### src/rtl/mc_pkg.sv
// mc_pkg: shared types and encodings for the multi-cycle MIPS control unit.
//   state_e  - controller sequencing states
//   iclass_e - decoded instruction class
//   OP_*/FN_* opcode and R-type funct values; ALUOP_*, PCSRC_*, BSEL_*,
//   RDST_*, WDSEL_* datapath select encodings.
package mc_pkg;

    typedef enum logic [2:0] {
        ST_FETCH  = 3'd0,
        ST_DECODE = 3'd1,
        ST_EXEC   = 3'd2,
        ST_MEM    = 3'd3,
        ST_WB     = 3'd4,
        ST_HALT   = 3'd5
    } state_e;

    typedef enum logic [3:0] {
        CL_RALU = 4'd0,
        CL_ORI  = 4'd1,
        CL_LUI  = 4'd2,
        CL_LW   = 4'd3,
        CL_SW   = 4'd4,
        CL_BEQ  = 4'd5,
        CL_J    = 4'd6,
        CL_JAL  = 4'd7,
        CL_JR   = 4'd8,
        CL_ILL  = 4'd9
    } iclass_e;

    localparam logic [5:0] OP_RTYPE = 6'b000000;
    localparam logic [5:0] OP_ORI   = 6'b001101;
    localparam logic [5:0] OP_LUI   = 6'b001111;
    localparam logic [5:0] OP_LW    = 6'b100011;
    localparam logic [5:0] OP_SW    = 6'b101011;
    localparam logic [5:0] OP_BEQ   = 6'b000100;
    localparam logic [5:0] OP_J     = 6'b000010;
    localparam logic [5:0] OP_JAL   = 6'b000011;

    localparam logic [5:0] FN_ADDU  = 6'b100001;
    localparam logic [5:0] FN_SUBU  = 6'b100011;
    localparam logic [5:0] FN_AND   = 6'b100100;
    localparam logic [5:0] FN_OR    = 6'b100101;
    localparam logic [5:0] FN_SLT   = 6'b101010;
    localparam logic [5:0] FN_SLL   = 6'b000000;
    localparam logic [5:0] FN_SLLV  = 6'b000100;
    localparam logic [5:0] FN_JR    = 6'b001000;

    localparam logic [3:0] ALUOP_ADD  = 4'd0;
    localparam logic [3:0] ALUOP_SUB  = 4'd1;
    localparam logic [3:0] ALUOP_LUI  = 4'd2;
    localparam logic [3:0] ALUOP_OR   = 4'd3;
    localparam logic [3:0] ALUOP_AND  = 4'd4;
    localparam logic [3:0] ALUOP_SLL  = 4'd5;
    localparam logic [3:0] ALUOP_SLLV = 4'd6;
    localparam logic [3:0] ALUOP_SLT  = 4'd7;

    localparam logic [1:0] PCSRC_INC  = 2'd0;
    localparam logic [1:0] PCSRC_BR   = 2'd1;
    localparam logic [1:0] PCSRC_JMP  = 2'd2;
    localparam logic [1:0] PCSRC_RS   = 2'd3;

    localparam logic [1:0] BSEL_RT    = 2'd0;
    localparam logic [1:0] BSEL_ZEXT  = 2'd1;
    localparam logic [1:0] BSEL_SEXT  = 2'd2;

    localparam logic [1:0] RDST_RT    = 2'd0;
    localparam logic [1:0] RDST_RD    = 2'd1;
    localparam logic [1:0] RDST_RA    = 2'd2;

    localparam logic [1:0] WDSEL_ALU  = 2'd0;
    localparam logic [1:0] WDSEL_MEM  = 2'd1;
    localparam logic [1:0] WDSEL_PC4  = 2'd2;

endpackage

### src/rtl/mc_decode.sv
// mc_decode: combinational instruction decoder.
//   opcode_i    - instr[31:26]
//   funct_i     - instr[5:0]
//   iclass_o    - instruction class
//   alu_op_o    - ALU operation used while the instruction owns the ALU
//   alu_b_sel_o - ALU B operand select for the same
//   illegal_o   - opcode/funct combination not supported
import mc_pkg::*;

module mc_decode (
    input  logic [5:0] opcode_i,
    input  logic [5:0] funct_i,
    output iclass_e    iclass_o,
    output logic [3:0] alu_op_o,
    output logic [1:0] alu_b_sel_o,
    output logic       illegal_o
);

    always_comb begin
        iclass_o    = CL_ILL;
        alu_op_o    = ALUOP_ADD;
        alu_b_sel_o = BSEL_RT;
        case (opcode_i)
            OP_RTYPE: begin
                iclass_o = CL_RALU;
                case (funct_i)
                    FN_ADDU: alu_op_o = ALUOP_ADD;
                    FN_SUBU: alu_op_o = ALUOP_SUB;
                    FN_AND:  alu_op_o = ALUOP_AND;
                    FN_OR:   alu_op_o = ALUOP_OR;
                    FN_SLT:  alu_op_o = ALUOP_SLT;
                    FN_SLL:  alu_op_o = ALUOP_SLL;
                    FN_SLLV: alu_op_o = ALUOP_SLLV;
                    FN_JR:   iclass_o = CL_JR;
                    default: iclass_o = CL_ILL;
                endcase
            end
            OP_ORI: begin
                iclass_o    = CL_ORI;
                alu_op_o    = ALUOP_OR;
                alu_b_sel_o = BSEL_ZEXT;
            end
            OP_LUI: begin
                iclass_o    = CL_LUI;
                alu_op_o    = ALUOP_LUI;
                alu_b_sel_o = BSEL_ZEXT;
            end
            OP_LW: begin
                iclass_o    = CL_LW;
                alu_b_sel_o = BSEL_SEXT;
            end
            OP_SW: begin
                iclass_o    = CL_SW;
                alu_b_sel_o = BSEL_SEXT;
            end
            OP_BEQ: begin
                iclass_o = CL_BEQ;
                alu_op_o = ALUOP_SUB;
            end
            OP_J:    iclass_o = CL_J;
            OP_JAL:  iclass_o = CL_JAL;
            default: iclass_o = CL_ILL;
        endcase
        illegal_o = (iclass_o == CL_ILL);
    end

endmodule

### src/rtl/mc_ctrl.sv
// mc_ctrl: multi-cycle MIPS control unit (FETCH/DECODE/EXEC/MEM/WB/HALT).
//   clk, reset         - clock; asynchronous active-low reset
//   instr              - instruction register contents
//   equal              - ALU A==B flag (beq)
//   mem_ready          - memory completes the outstanding request
//   ir_we, pc_we       - IR / PC load strobes; pc_src selects PC source
//   alu_op, alu_b_sel  - ALU operation and B operand select
//   reg_we, reg_dst, wd_sel - register file write strobe / dest / data select
//   mem_req, mem_we, mem_is_data - memory request, store, data-vs-fetch
//   illegal            - sticky unsupported-instruction flag
//   dbg_state          - current state
//
// state  | meaning
// FETCH  | request instruction at PC, load IR and PC+4 on mem_ready
// DECODE | classify IR; unsupported instruction -> HALT
// EXEC   | ALU op / branch / jump; jal links here
// MEM    | data access at ALU address, ALU controls held for a stable address
// WB     | register write from ALU or memory data
// HALT   | absorbing after an illegal instruction; left only by reset
import mc_pkg::*;

module mc_ctrl #(
    parameter int STATE_W = 3
) (
    input  logic               clk,
    input  logic               reset,
    input  logic [31:0]        instr,
    input  logic               equal,
    input  logic               mem_ready,
    output logic               ir_we,
    output logic               pc_we,
    output logic [1:0]         pc_src,
    output logic [3:0]         alu_op,
    output logic [1:0]         alu_b_sel,
    output logic               reg_we,
    output logic [1:0]         reg_dst,
    output logic [1:0]         wd_sel,
    output logic               mem_req,
    output logic               mem_we,
    output logic               mem_is_data,
    output logic               illegal,
    output logic [STATE_W-1:0] dbg_state
);

    state_e     state_q, state_d;
    logic       illegal_q, illegal_d;

    iclass_e    iclass;
    logic [3:0] dec_alu_op;
    logic [1:0] dec_bsel;
    logic       dec_illegal;

    // Only opcode and funct take part in control decisions.
    logic       unused_instr;
    assign unused_instr = ^instr[25:6];

    mc_decode u_decode (
        .opcode_i    (instr[31:26]),
        .funct_i     (instr[5:0]),
        .iclass_o    (iclass),
        .alu_op_o    (dec_alu_op),
        .alu_b_sel_o (dec_bsel),
        .illegal_o   (dec_illegal)
    );

    always_ff @(posedge clk or negedge reset) begin
        if (!reset) begin
            state_q   <= ST_FETCH;
            illegal_q <= 1'b0;
        end else begin
            state_q   <= state_d;
            illegal_q <= illegal_d;
        end
    end

    always_comb begin
        state_d     = state_q;
        illegal_d   = illegal_q;
        ir_we       = 1'b0;
        pc_we       = 1'b0;
        pc_src      = PCSRC_INC;
        alu_op      = ALUOP_ADD;
        alu_b_sel   = BSEL_RT;
        reg_we      = 1'b0;
        reg_dst     = RDST_RT;
        wd_sel      = WDSEL_ALU;
        mem_req     = 1'b0;
        mem_we      = 1'b0;
        mem_is_data = 1'b0;
        // Outputs are gated by reset so a request in flight is dropped
        // the moment reset asserts, not at the next clock.
        if (reset) begin
            case (state_q)
                ST_FETCH: begin
                    mem_req = 1'b1;
                    if (mem_ready) begin
                        ir_we   = 1'b1;
                        pc_we   = 1'b1;
                        pc_src  = PCSRC_INC;
                        state_d = ST_DECODE;
                    end
                end
                ST_DECODE: begin
                    if (dec_illegal) begin
                        illegal_d = 1'b1;
                        state_d   = ST_HALT;
                    end else begin
                        state_d = ST_EXEC;
                    end
                end
                ST_EXEC: begin
                    alu_op    = dec_alu_op;
                    alu_b_sel = dec_bsel;
                    case (iclass)
                        CL_RALU, CL_ORI, CL_LUI: state_d = ST_WB;
                        CL_LW, CL_SW:            state_d = ST_MEM;
                        CL_BEQ: begin
                            pc_src  = PCSRC_BR;
                            pc_we   = equal;
                            state_d = ST_FETCH;
                        end
                        CL_J: begin
                            pc_we   = 1'b1;
                            pc_src  = PCSRC_JMP;
                            state_d = ST_FETCH;
                        end
                        CL_JAL: begin
                            // PC already holds PC+4 from FETCH, so it is the link value.
                            pc_we   = 1'b1;
                            pc_src  = PCSRC_JMP;
                            reg_we  = 1'b1;
                            reg_dst = RDST_RA;
                            wd_sel  = WDSEL_PC4;
                            state_d = ST_FETCH;
                        end
                        CL_JR: begin
                            pc_we   = 1'b1;
                            pc_src  = PCSRC_RS;
                            state_d = ST_FETCH;
                        end
                        default: state_d = ST_FETCH;
                    endcase
                end
                ST_MEM: begin
                    alu_op      = dec_alu_op;
                    alu_b_sel   = dec_bsel;
                    mem_req     = 1'b1;
                    mem_is_data = 1'b1;
                    mem_we      = (iclass == CL_SW);
                    if (mem_ready) begin
                        state_d = (iclass == CL_SW) ? ST_FETCH : ST_WB;
                    end
                end
                ST_WB: begin
                    alu_op    = dec_alu_op;
                    alu_b_sel = dec_bsel;
                    reg_we    = 1'b1;
                    reg_dst   = (iclass == CL_RALU) ? RDST_RD : RDST_RT;
                    wd_sel    = (iclass == CL_LW) ? WDSEL_MEM : WDSEL_ALU;
                    state_d   = ST_FETCH;
                end
                ST_HALT: state_d = ST_HALT;
                default: state_d = ST_FETCH;
            endcase
        end
    end

    assign illegal   = illegal_q;
    assign dbg_state = reset ? STATE_W'(state_q) : '0;

endmodule

### config.mk
export PLATFORM = sky130hd
export DESIGN_NAME = mc_ctrl
export DESIGN_NICKNAME = d
export VERILOG_FILES = /design/src/rtl/mc_pkg.sv /design/src/rtl/mc_decode.sv /design/src/rtl/mc_ctrl.sv
export SDC_FILE = /design/constraint.sdc
export NUM_CORES = 1
export LEC_CHECK = 0
export CAP_MARGIN = 5
export CORE_MARGIN = 4
export CORE_UTILIZATION = 40
export DETAILED_ROUTE_END_ITERATION = 6
export PLACE_DENSITY = 0.89
export SLEW_MARGIN = 40
export SYNTH_ARGS = -nofsm -noshare
export SYNTH_HDL_FRONTEND = slang
export SYNTH_SLANG_ARGS = --single-unit
### constraint.sdc
create_clock -name clk -period 8.07 [get_ports clk]
set_clock_uncertainty 0.15 [all_clocks]
set_input_delay 2.0175 -clock clk [delete_from_list [all_inputs] [get_ports clk]]
set_output_delay 2.0175 -clock clk [all_outputs]
set_load 0.03 [all_outputs]
==> out/qor.txt, run 1 <==
=================================================================================
Run status .........................................................    completed
Post-synth EDFFs ...................................................            0
Layout net count ...................................................          214
Number of levels in the clock H-tree ...............................            1
Final period demand of the worst path ..............................      6.89 ns
Main synth FF type ................................................. sky130_fd_sc_hd__dfrtp_1
Max-capacitance violation count ....................................            0
Area of the die .................................................... 0.00329 sq mm
Diode count ........................................................            0
Async set-or-reset flop fraction in the synthesized netlist ........         1.00
Yosys reg bits .....................................................            4
Worst reg2reg startpoint ........................................... state_q[0]$_DFFE_PN0P_
Number of setup violations in the final report .....................            0
Share of cells above drive strength 1 ..............................       0.0909
Source-to-sink clock delay at the later pin of the worst-skew pair .      0.25 ns
Number of global-route vias before repair ..........................         1061
Most common cell in the netlist .................................... sky130_fd_sc_hd__nor2_1
Worst VDD drop .....................................................       126 uV
Number of cells on the worst reg-to-reg path .......................            5
Number of rows created at floorplan ................................           17
Kind of end point of the critical path .............................  output port
Number of gates given a new drive strength after cts ...............            0
Count of TritonRoute iterations in the first routing pass ..........            4
Warnings from Yosys ................................................            0
Die span in x ...................................................... 57.4 microns
Share of the core filled with cells ................................        0.586
Last weighted congestion value of the routability-driven placer ....        0.890
Average cell area after synthesis ..................................   6.59 sq um
Worst min-delay path class ......................................... register to register
Number of antenna violations at the first check in global routing ..            0
Cts bufs inserted ..................................................            3
Static Leak ........................................................  0.000450 uW
DR DRC count .......................................................            0
Post-route clock period utilization ................................        0.853
DRT Wirelength .....................................................      2.72 mm
Highest achievable clock rate ......................................    0.145 GHz
Required time worst endpoint .......................................      5.90 ns
Synth Net Count ....................................................          184
Clock slew at reported path FFs ....................................      0.03 ns
Area contributors post-synth ....................................... sky130_fd_sc_hd__dfrtp_1, sky130_fd_sc_hd__a21oi_1, sky130_fd_sc_hd__nor3_1, sky130_fd_sc_hd__nor2_1, sky130_fd_sc_hd__nand2_1
CTS tree ...........................................................         done
Arrival time of the worst setup path ...............................      4.72 ns
Setup CP Type ...................................................... input pin to output port
Number of buffers added for setup after CTS ........................            0
Hold Path Cell Cnt .................................................            1
Count of different cell masters after synthesis ....................           52
Hold buffers post-CTS ..............................................            0
Pwr/cell area ......................................................  150 mW/mm^2
Peak fanout along the critical path ................................           14
Iteration-0 DRC Markers ............................................           53
Count of input and output buffers ..................................           36
Detailed placement HPWL ............................................      2.13 mm
Pre-CTS WS .........................................................      1.20 ns
Sequential area share after synthesis ..............................        0.103
Post-synth top cells ............................................... sky130_fd_sc_hd__nor2_1, sky130_fd_sc_hd__a21oi_1, sky130_fd_sc_hd__nor3_1
All-layer global routing usage .....................................        0.168
Cells after Synth ..................................................          148
Synthesized area ...................................................    975 sq um
Per-cell routed wire length ........................................ 13.3 microns
Fin. Hold Viols ....................................................            0
Type of element launching the critical path ........................    input pin
Overall power after layout .........................................       200 uW
Count of pins on the block boundary ................................           58
Min setup slack post-route .........................................      1.18 ns
Library cell used as clock root buffer ............................. sky130_fd_sc_hd__clkbuf_4
Clk buf depth ......................................................            2
Start point of the critical path ...................................    instr[29]
Setup repair after global routing missed its margin ................           no
Final Slew Violations ..............................................            0
Overflow left after global routing .................................            0
Starting utilization of the core area ..............................        0.428
Die Height ......................................................... 57.4 microns
Core Area .......................................................... 0.00228 sq mm
Growth of design area from synthesis to finish .....................        36.8%
Total number of vias ...............................................         1176
Antenna violation net count after detailed routing .................            0
Largest net degree at the start of global routing ..................           17
Cell type with the largest total area after synthesis .............. sky130_fd_sc_hd__dfrtp_1
Clock net sink count ...............................................            4
Share of the synthesized area in the top cell type .................        0.103
Worst hold path startpoint ......................................... illegal$_DFFE_PN0P_
Global-route wire length before repair .............................      4.59 mm
Setup TNS after final layout .......................................         0 ns
Number of vias per cell ............................................         5.76
=================================================================================
-- layer usage --
layer	track usage	vias up	wire [microns]
met5	0	-	0
met4	0.0430	0	17
met3	0.0339	2	192
met2	0.276	52	1260
met1	0.224	514	1250
li1	-	608	-
-- cell type report --
class	count	area, sq um
well taps	28	35.0
clock buffers	3	22.5
multi-input cells	127	790
fillers	234	942
repair buffers	37	368
flip-flops and latches	4	100
inverters	5	18.8
-- stage by stage --
stage,cell area [sq um],std cells,hold slack (ns)
final,1330,204,0.295
after CTS,1330,204,0.300
after floorplan,975,148,0.486
after global routing,1330,204,0.336
after detailed placement,1310,201,0.293
after global placement,1310,201,0.290
-- cells by family after synthesis --
family,share of synthesized area
AND/OR/NAND/NOR,0.457
AO/OA/AOI/OAI,0.331
buffers and inverters,0.0873
flip-flops,0.103
XOR/XNOR,0.0180
other,0.00385
-- sequential cells by signal (all words and copies together), names as in the netlist --
register,count
illegal,1
state_q,3
-- worst paths after layout --
path / end / slack [ns]
setup / recovery: pc_we / 1.18
hold / removal: illegal$_DFFE_PN0P_ / 0.30
setup reg to reg: state_q[0]$_DFFE_PN0P_ / 6.30
hold reg to reg: illegal$_DFFE_PN0P_ / 0.30
max in group asynchronous: illegal$_DFFE_PN0P_ / 5.70
min in group asynchronous: state_q[2]$_DFFE_PN0P_ / 1.91
-- critical path: stages --
cell                              delay, ns
sky130_fd_sc_hd__clkdlybuf4s50_1       0.62
sky130_fd_sc_hd__or4_1                 0.60
sky130_fd_sc_hd__o22ai_2               0.27
sky130_fd_sc_hd__and2_1                0.20
sky130_fd_sc_hd__nand2_1               0.11
sky130_fd_sc_hd__a211oi_2              0.21
sky130_fd_sc_hd__clkdlybuf4s50_1       0.70
-- cells in the final DEF, fill, tap and decap left out, types with 2 or more instances in the layout --
master	netlist	routed
sky130_fd_sc_hd__a211oi_1	2	2
sky130_fd_sc_hd__a211oi_2	2	2
sky130_fd_sc_hd__a21o_1	2	2
sky130_fd_sc_hd__a21oi_1	13	13
sky130_fd_sc_hd__and2_1	4	4
sky130_fd_sc_hd__and3_1	4	4
sky130_fd_sc_hd__clkbuf_4	0	3
sky130_fd_sc_hd__clkdlybuf4s50_1	0	36
sky130_fd_sc_hd__dfrtp_1	4	4
sky130_fd_sc_hd__inv_1	5	5
sky130_fd_sc_hd__nand2_1	10	10
sky130_fd_sc_hd__nand2b_1	3	3
sky130_fd_sc_hd__nand3_1	5	5
sky130_fd_sc_hd__nand3b_1	3	3
sky130_fd_sc_hd__nand4b_1	2	2
sky130_fd_sc_hd__nor2_1	14	14
sky130_fd_sc_hd__nor2_2	3	3
sky130_fd_sc_hd__nor2b_1	6	6
sky130_fd_sc_hd__nor3_1	12	12
sky130_fd_sc_hd__nor4_1	2	2
sky130_fd_sc_hd__o2111ai_1	2	2
sky130_fd_sc_hd__o21a_1	4	4
sky130_fd_sc_hd__o21ai_0	4	4
sky130_fd_sc_hd__o22ai_1	3	3
sky130_fd_sc_hd__or3_1	2	2
-- report_power, final --
| group | internal, uW | leakage (uW) | total (uW) | switching (uW) |
|---|---|---|---|---|
| clock | 16.7 | 0.0000138 | 26.5 | 9.81 |
| sequential | 26.1 | 0.0000469 | 43.0 | 16.9 |
| combinational | 58.4 | 0.000389 | 131 | 72.4 |
No activity file was read; power rests on OpenSTA's default activity.
==> run 2, diff against run 1 <==
--- a/config.mk
+++ b/config.mk
@@ -7,9 +7,9 @@
 export LEC_CHECK = 0
 export CAP_MARGIN = 5
 export CORE_MARGIN = 4
-export CORE_UTILIZATION = 40
+export CORE_UTILIZATION = 38
 export DETAILED_ROUTE_END_ITERATION = 6
-export PLACE_DENSITY = 0.89
+export PLACE_DENSITY = 0.85
 export SLEW_MARGIN = 40
 export SYNTH_ARGS = -nofsm -noshare
 export SYNTH_HDL_FRONTEND = slang
==> constraint.sdc (replaced) <==
create_clock -name clk -period 6.6 [get_ports clk]
set_clock_uncertainty 0.15 [all_clocks]
set_input_delay 1.65 -clock clk [delete_from_list [all_inputs] [get_ports clk]]
set_output_delay 1.65 -clock clk [all_outputs]
set_load 0.03 [all_outputs]
==> run 2 against run 1 <==
Against the previous run: clock power increased by 24%; largest cell class unchanged; critical path type unchanged; total power increased by 24%; core utilization decreased by 3.9 points; worst hold slack improved by 0.0053 ns; clock-buffer cell count unchanged.
==> out/qor.txt, run 2 (synthesized netlist as in run 1, its figures left out) <==
=====================================================================================
M2 GR Usage ............................................................        0.289
Peak fanout along the critical path ....................................           14
Hold buffers post-CTS ..................................................            0
Start point of the critical path .......................................    instr[29]
Count of input and output buffers ......................................           36
Setup TNS after final layout ...........................................         0 ns
Arrival time of the worst setup path ...................................      4.39 ns
Clk buf depth ..........................................................            2
Final period demand of the worst path ..................................      6.19 ns
Starting utilization of the core area ..................................        0.397
Core Area .............................................................. 0.00245 sq mm
Area of the die ........................................................ 0.00344 sq mm
Clock slew at reported path FFs ........................................      0.03 ns
Overflow left after global routing .....................................            0
Slowest-stage cell, CP ................................................. sky130_fd_sc_hd__clkdlybuf4s50_1
Final Slew Violations ..................................................            0
Library cell used as clock root buffer ................................. sky130_fd_sc_hd__clkbuf_4
Number of buffers added for setup after CTS ............................            0
Number of setup violations in the final report .........................            0
Cts bufs inserted ......................................................            3
Die span in x .......................................................... 58.6 microns
Number of gates given a new drive strength after cts ...................            0
Pwr/cell area ..........................................................  185 mW/mm^2
Met1 GRT Util ..........................................................        0.215
Number of antenna violations at the first check in global routing ......            0
Fin. Hold Viols ........................................................            0
Static Leak ............................................................  0.000455 uW
Count of pins on the block boundary ....................................           58
Type of element launching the critical path ............................    input pin
Per-cell routed wire length ............................................ 14.0 microns
Max-capacitance violation count ........................................            0
Setup CP Type .......................................................... input pin to output port
Run status .............................................................    completed
Largest incremental delay on the critical path .........................      0.70 ns
Share of the core filled with cells ....................................        0.547
Most frequent standard cell in the layout excluding fill and tap cells . sky130_fd_sc_hd__clkdlybuf4s50_1
Cell mode on critical path ............................................. sky130_fd_sc_hd__clkdlybuf4s50_1
Max FFs per register ...................................................            3
Global-route wire length before repair .................................      4.69 mm
Number of rows created at floorplan ....................................           18
Layout net count .......................................................          215
Post-route clock period utilization ....................................        0.938
Cell-by-cell listing of the critical path .............................. clkdlybuf4s50_1, or4_1, o22ai_2, and2_1, nand2_1, a211oi_2, clkdlybuf4s50_1
CTS tree ...............................................................         done
Total number of vias ...................................................         1253
Worst hold path endpoint ............................................... illegal$_DFFE_PN0P_
FF-to-FF setup slack ...................................................      4.81 ns
Worst min-delay path class ............................................. register to register
Detailed placement HPWL ................................................      2.19 mm
Growth of design area from synthesis to finish .........................        37.9%
Filler cell count ......................................................          249
Number of global-route vias before repair ..............................         1111
Source-to-sink clock delay at the later pin of the worst-skew pair .....      0.25 ns
Hold Path Cell Cnt .....................................................            1
DR DRC count ...........................................................            0
DRT Wirelength .........................................................      2.90 mm
Worst VDD drop .........................................................       171 uV
Count of TritonRoute iterations in the first routing pass ..............            4
Number of vias per cell ................................................         6.05
Worst hold path startpoint ............................................. illegal$_DFFE_PN0P_
Die Height ............................................................. 58.6 microns
Number of levels in the clock H-tree ...................................            1
Antenna violation net count after detailed routing .....................            0
GRT busiest layer ......................................................         met2
Kind of end point of the critical path .................................  output port
Worst R2R End .......................................................... state_q[0]$_DFFE_PN0P_
Diode count ............................................................            0
Number of cells on the worst reg-to-reg path ...........................            5
Largest register by flop count .........................................      state_q
Iteration-0 DRC Markers ................................................           92
Met3 capacity usage during global routing ..............................       0.0285
Last weighted congestion value of the routability-driven placer ........        0.888
Share of cells above drive strength 1 ..................................       0.0960
Highest achievable clock rate ..........................................    0.162 GHz
All-layer global routing usage .........................................        0.172
Required time worst endpoint ...........................................      4.80 ns
Setup repair after global routing missed its margin ....................           no
Commonest cells after routing, fill and taps aside ..................... sky130_fd_sc_hd__clkdlybuf4s50_1, sky130_fd_sc_hd__nor2_1, sky130_fd_sc_hd__a21oi_1, sky130_fd_sc_hd__nor3_1, sky130_fd_sc_hd__nand2_1
Worst reg2reg startpoint ............................................... state_q[0]$_DFFE_PN0P_
Largest net degree at the start of global routing ......................           17
Clock net sink count ...................................................            4
=====================================================================================
[run 2: cell count changes in the layout (fill, tap and decap cells not counted), sizes merged]
cell / previous run / this run
buf: 1 / 2
[run 2: per-stage QoR]
step                      power [uW]  cell area [sq um]  setup slack (ns)  instances  hold slack [ns]
after global routing             268               1340             0.291        207            0.321
after detailed placement         211               1320             0.456        204            0.299
after CTS                        245               1340             0.440        207            0.307
after global placement           209               1320             0.507        204            0.290
final                            248               1340             0.409        207            0.301
after floorplan                  165                975              1.07        148            0.486
[run 2: final cells by class]
cell class | instances | area (sq um) | share of cell area
sequential | 4 | 100 | 0.0745
inverter | 5 | 18.8 | 0.0140
multi-input combinational | 127 | 790 | 0.588
timing repair buffer | 38 | 375 | 0.279
clock buffer | 3 | 22.5 | 0.0168
tap | 30 | 37.5 | 0.0279
[run 2: worst max-delay path by stage]
stage | depth (start not counted) | endpoint
6_report | 7 | pc_we
5_1_grt | 7 | pc_we
4_1_cts | 7 | pc_we
3_5_place_dp | 7 | pc_we
3_3_place_gp | 7 | pc_we
2_1_floorplan | 7 | wd_sel[1]
[run 2: report_power, final]
group	internal (uW)	switching [uW]	total, uW
Combinational	71.8	89.8	162
Clock	20.5	12.4	32.8
Sequential	31.9	21.7	53.6
Total	124	124	248
[run 2: metal layers]
layer / routed length, microns / share of wire
met5: 0 / 0
met4: 55 / 0.019
met3: 270 / 0.093
met2: 1330 / 0.46
met1: 1240 / 0.43
[run 2: worst max-delay path, delay by kind of cell]
family / cells / cell delay (ns)
AOI/OAI and AO/OA: 2 / 0.48
and+or+nand+nor: 3 / 0.93
buffers and inverters: 2 / 1.33
